==> src/rtl/alu_pkg.sv <==
// Shared definitions for the ALU issue stage: command codes, command width
// and the sequencer state encoding.
package alu_pkg;

    localparam int CMD_W = 4;

    localparam logic [CMD_W-1:0] ADD  = 4'h0;
    localparam logic [CMD_W-1:0] INC  = 4'h1;
    localparam logic [CMD_W-1:0] SUB  = 4'h2;
    localparam logic [CMD_W-1:0] DEC  = 4'h3;
    localparam logic [CMD_W-1:0] MUL  = 4'h4;
    localparam logic [CMD_W-1:0] DIV  = 4'h5;
    localparam logic [CMD_W-1:0] SHL  = 4'h6;
    localparam logic [CMD_W-1:0] SHR  = 4'h7;
    localparam logic [CMD_W-1:0] AND  = 4'h8;
    localparam logic [CMD_W-1:0] OR   = 4'h9;
    localparam logic [CMD_W-1:0] INV  = 4'hA;
    localparam logic [CMD_W-1:0] NAND = 4'hB;
    localparam logic [CMD_W-1:0] NOR  = 4'hC;
    localparam logic [CMD_W-1:0] XOR  = 4'hD;
    localparam logic [CMD_W-1:0] XNOR = 4'hE;
    localparam logic [CMD_W-1:0] BUF  = 4'hF;

    localparam logic [1:0] S_IDLE = 2'd0;
    localparam logic [1:0] S_EXEC = 2'd1;
    localparam logic [1:0] S_HOLD = 2'd2;

endpackage

==> src/rtl/alu_cmd_fifo.sv <==
// Synchronous DEPTH-entry FIFO for packed {a, b, cmd} operations.
// Pointers carry one extra wrap bit to tell full from empty.
module alu_cmd_fifo #(
    parameter int DEPTH = 4,
    parameter int W     = 20
) (
    input  logic         clk,
    input  logic         rst_n,
    input  logic         push,
    input  logic [W-1:0] wdata,
    input  logic         pop,
    output logic [W-1:0] rdata,
    output logic         full,
    output logic         empty
);

    localparam int AW = $clog2(DEPTH);

    logic [AW:0]  wptr;
    logic [AW:0]  rptr;
    logic [W-1:0] mem [DEPTH];

    assign full  = (wptr[AW] != rptr[AW]) && (wptr[AW-1:0] == rptr[AW-1:0]);
    assign empty = (wptr == rptr);
    assign rdata = mem[rptr[AW-1:0]];

    always_ff @(posedge clk or negedge rst_n) begin
        if (!rst_n) begin
            wptr <= '0;
            rptr <= '0;
        end else begin
            if (push && !full)
                wptr <= wptr + 1'b1;
            if (pop && !empty)
                rptr <= rptr + 1'b1;
        end
    end

    always_ff @(posedge clk) begin
        if (push && !full)
            mem[wptr[AW-1:0]] <= wdata;
    end

endmodule

==> src/rtl/alu_cmd_seq.sv <==
// Issue stage for the 8-bit combinational ALU: buffers ops, runs them one at a
// time and holds each result for a valid/ready consumer. ALU_SEQ_FLAGS_EN adds res_zero/res_divz.
module alu_cmd_seq
    import alu_pkg::*;
#(
    parameter int DEPTH  = 4,
    parameter int DATA_W = 8,
    parameter int RES_W  = 16
) (
    input  logic              clk,
    input  logic              rst_n,
    input  logic              in_valid,
    output logic              in_ready,
    input  logic [DATA_W-1:0] in_a,
    input  logic [DATA_W-1:0] in_b,
    input  logic [CMD_W-1:0]  in_cmd,
    output logic [DATA_W-1:0] alu_a,
    output logic [DATA_W-1:0] alu_b,
    output logic [CMD_W-1:0]  alu_cmd,
    output logic              alu_en,
    input  logic [RES_W-1:0]  alu_dout,
    output logic              res_valid,
    input  logic              res_ready,
    output logic [RES_W-1:0]  res_data,
    output logic [CMD_W-1:0]  res_cmd
`ifdef ALU_SEQ_FLAGS_EN
    ,
    output logic              res_zero,
    output logic              res_divz
`endif
);

    localparam int OP_W = 2*DATA_W + CMD_W;

    logic [1:0]      state;
    logic            full;
    logic            empty;
    logic            push;
    logic            pop;
    logic            div_zero;
    logic [OP_W-1:0] head;

    // rst_n gates in_ready so nothing is accepted while reset is held
    assign in_ready = rst_n && !full;
    assign push     = in_valid && in_ready;
    assign pop      = !empty && ((state == S_IDLE) || (state == S_HOLD && res_ready));
    assign div_zero = (alu_cmd == DIV) && (alu_b == '0);
    assign alu_en   = (state == S_EXEC) && !div_zero;

    alu_cmd_fifo #(
        .DEPTH (DEPTH),
        .W     (OP_W)
    ) u_fifo (
        .clk   (clk),
        .rst_n (rst_n),
        .push  (push),
        .wdata ({in_a, in_b, in_cmd}),
        .pop   (pop),
        .rdata (head),
        .full  (full),
        .empty (empty)
    );

    always_ff @(posedge clk or negedge rst_n) begin
        if (!rst_n) begin
            state     <= S_IDLE;
            alu_a     <= '0;
            alu_b     <= '0;
            alu_cmd   <= '0;
            res_valid <= 1'b0;
            res_data  <= '0;
            res_cmd   <= '0;
`ifdef ALU_SEQ_FLAGS_EN
            res_zero  <= 1'b0;
            res_divz  <= 1'b0;
`endif
        end else begin
            case (state)
                S_IDLE: begin
                    if (pop) begin
                        {alu_a, alu_b, alu_cmd} <= head;
                        state <= S_EXEC;
                    end
                end
                S_EXEC: begin
                    // a suppressed divide leaves the ALU disabled, so dout is already 0
                    res_data  <= alu_dout;
                    res_cmd   <= alu_cmd;
                    res_valid <= 1'b1;
`ifdef ALU_SEQ_FLAGS_EN
                    res_zero  <= (alu_dout == '0);
                    res_divz  <= div_zero;
`endif
                    state     <= S_HOLD;
                end
                S_HOLD: begin
                    if (res_ready) begin
                        res_valid <= 1'b0;
                        if (pop) begin
                            {alu_a, alu_b, alu_cmd} <= head;
                            state <= S_EXEC;
                        end else begin
                            state <= S_IDLE;
                        end
                    end
                end
                default: state <= S_IDLE;
            endcase
        end
    end

endmodule

==> config.mk <==
export PLATFORM = sky130hd
export DESIGN_NAME = alu_cmd_seq
export DESIGN_NICKNAME = d
export VERILOG_FILES = /design/src/rtl/alu_pkg.sv /design/src/rtl/alu_cmd_fifo.sv /design/src/rtl/alu_cmd_seq.sv
export SDC_FILE = /design/constraint.sdc
export NUM_CORES = 1
export LEC_CHECK = 0
export ABC_CLOCK_PERIOD_IN_PS = 2400
export CORE_MARGIN = 1.5
export CORE_UTILIZATION = 25
export CTS_CLUSTER_SIZE = 20
export DETAILED_ROUTE_END_ITERATION = 10
export SLEW_MARGIN = 20
export SYNTH_ARGS = -nofsm -noshare
export SYNTH_HDL_FRONTEND = slang
export SYNTH_SLANG_ARGS = --single-unit
==> constraint.sdc <==
create_clock -name clk -period 2.4 [get_ports clk]
set_input_delay 0.24 -clock clk [delete_from_list [all_inputs] [get_ports clk]]
set_output_delay 0.24 -clock clk [all_outputs]
set_load 0.005 [all_outputs]
==> metrics <==
initial DRC count=118; critical path class=reg2out; Root Buffer=clkbuf_16; Worst slew margin=54.41%; Buf/Inv on CP=1; num rows=51; count of cell types in the netlist=22; Setup-failing EPs final=0; most frequent cells in the layout=81 x clkdlybuf4s50_1, 80 x edfxtp_1, 64 x nand2_1; setup TNS=0 ns; Power Density=1298 nW/um^2; number of diodes=0; P_leak=between 2 and 2.5 nW; Synthesis Warnings=0; number of global-route vias before repair=just under 3000; Starting Density=25.33%; initial antenna violation count=0; first-pass GRT wire length=around 16000 um; Placer Congestion=0.6582; postcts setup bufs=0; cts repair resizes=0; HPWL after DPL=6942 um; CTS Buffer Depth=2; Final Slew Violations=0; worst reg2reg path startpoint=u_fifo.wptr[0]; pin count of the biggest net entering global routing=50; skew final=0.005038 ns; Worst Setup Start Kind=register; critical path launch point=alu_b[1]; port bufs=82; Reg2Reg Setup Slack=0.47 ns; sequential cell area=3630 sq um; Worst-Skew Late Latency=0.41 ns; RSZ-0062 raised after global routing=false; synthesis-stage register bit count=approximately 130; Final Hold Vio Count=0; Multi-input gate area=around 1200 sq um; FMAX=444.0 MHz; Syn Area/Cell=~17 sq um; critical-path maximum fanout=3; cells along the critical path=nor4b_1 -> a31oi_1 -> clkdlybuf4s50_1; CTS tree=built; total wire length=10450 um; cts hold-fix bufs=0; CP max stage delay=0.53 ns; CP required=2.16 ns; fill count=1877; final core utilization=34.50%; Critical Path Sink Type=primary output; Syn Inst Count=280; total grt overflow=0; Top delay family on crit path=simple AND/OR/NAND/NOR gates; commonest non-fill, non-tap cell in the layout=clkdlybuf4s50_1; core area=about 19000 sq um; crit path DAT=2.01 ns; Die Footprint=20440 sq um; peak supply drop=between 0.5 and 0.6 mV; area grow syn2layout=36.20%; Hold Path Class=in2async; fin crit share=93.85%; syn nets=around 330; Period minus WS final=2.252 ns; I/O pin count=a little over 80; Vias=2710; CTS H-tree lvls=4; status=complete, no violations; Max Cap Viol=0; sequential share of the synthesized area=about three quarters; Reg clk slew, reported paths=0.06 ns; Slew @ Worst Pin=0.6839 ns; CTS Buf Count=17; Max stage delay cell, worst path=nor4b_1; routed vias/inst=4.100; DRC Markers=0; layout cell share with drive strength beyond 1=21.21%; CTS sink count=between 100 and 150; Mapped Area=approximately 4900 sq um; remaining antenna violation count=0; GRT Util Overall=11.07%; drt wl/cell=15.81 um; chip height=143.0 um; Final #Nets=430; chip width=143.0 um; Pre-antenna DRT Iters=6
-- worst register-to-register path, delay by kind of cell (launching register included) --
kind,cells,cell delay [ns]
buffers and inverters,2,0.40
XOR/XNOR,2,0.58
flip-flops,1,0.42
AO/OA/AOI/OAI,1,0.23
AND/OR/NAND/NOR,1,0.18
-- sequential cells by signal, indices dropped and copies added (netlist names) --
register     count
res_data        16
alu_b            8
alu_a            8
res_valid        1
u_fifo.mem      80
u_fifo.rptr      3
state            2
alu_cmd          4
res_cmd          4
u_fifo.wptr      3
-- cell usage after synthesis --
master	n	area, sq um
nand2_1	64	240.2
o21ai_0	2	10.01
a311oi_4	1	26.28
mux4_2	20	450.4
xnor2_1	5	43.79
buf_2	2	10.01
xor2_1	3	26.28
and2_1	4	25.02
nand2b_1	2	12.51
nor4b_1	2	17.52
inv_1	4	15.01
ha_1	5	62.56
clkbuf_1	6	22.52
mux2_2	20	225.2
mux2_1	1	11.26
a31oi_1	3	18.77
nor4_1	1	6.260
edfxtp_1	80	2402
a21oi_1	2	10.01
dfrtp_1	49	1226
nor2b_1	2	12.51
buf_6	2	22.52
-- worst paths after layout --
| kind | to | cells past startpoint |
|---|---|---|
| min | res_data[3] | 2 |
| max reg2reg | u_fifo.wptr[2] | 6 |
| max | alu_en | 3 |
| min reg2reg | res_data[10] | 2 |
| max in group asynchronous | u_fifo.rptr[0] | 2 |
| min in group clk | res_data[3] | 3 |
-- where the power goes --
group	switching (mW)	internal [mW]	leakage [nW]
combinational	1.24	1.68	0.906
sequential	0.369	2.98	1.31
clock	0.893	1.51	0.266
total	2.50	6.16	2.48
-- area by class of cell --
type                            instances  share of cell area (%)
Timing Repair Buffer                   96                   14.18
Tap cell                              265                   4.971
Multi-Input combinational cell        137                   17.97
Sequential cell                       129                   54.42
Inverter                                4                  0.2251
Clock inverter                         11                   1.745
Clock buffer                           19                   6.490
-- per-layer routing --
layer | track usage [%] | vias to the layer above | share of wire (%)
met3 | 3.655 | 12 | 4.9
met1 | 13.74 | 1379 | 45
met2 | 17.87 | 80 | 49
met5 | 0 | - | 0
met4 | 4.232 | 0 | 1.2
li1 | - | 1239 | -
-- stage by stage --
stage | setup slack (ns) | instances | total power [mW] | cell area (sq um) | hold WS [ns]
finish | 0.1477 | 661 | 8.661 | 6670 | 0.006589
CTS | 0.03320 | 661 | 8.816 | 6670 | 0.01848
global placement | 0.4766 | 631 | 6.305 | 6121 | 0.4573
global route | 0.0003746 | 661 | 9.209 | 6670 | 0.05935
detailed placement | 0.4622 | 631 | 6.375 | 6121 | 0.4660
floorplan | 0.4064 | 280 | 4.971 | 4897 | -0.05559
-- kinds of logic (layout without fill, tap and decap cells) --
| kind of cell | after synthesis | after routing | synth area share, % |
|---|---|---|---|
| buffers and inverters | 14 | 130 | 1.431 |
| xor gates and xnor gates | 8 | 8 | 1.431 |
| adders and majority gates | 5 | 5 | 1.277 |
| and+or+nand+nor | 75 | 75 | 6.413 |
| AOI/OAI and AO/OA | 8 | 8 | 1.329 |
| muxes | 41 | 41 | 14.03 |
| DFF | 129 | 129 | 74.09 |
(Power assumes the default switching activity.)
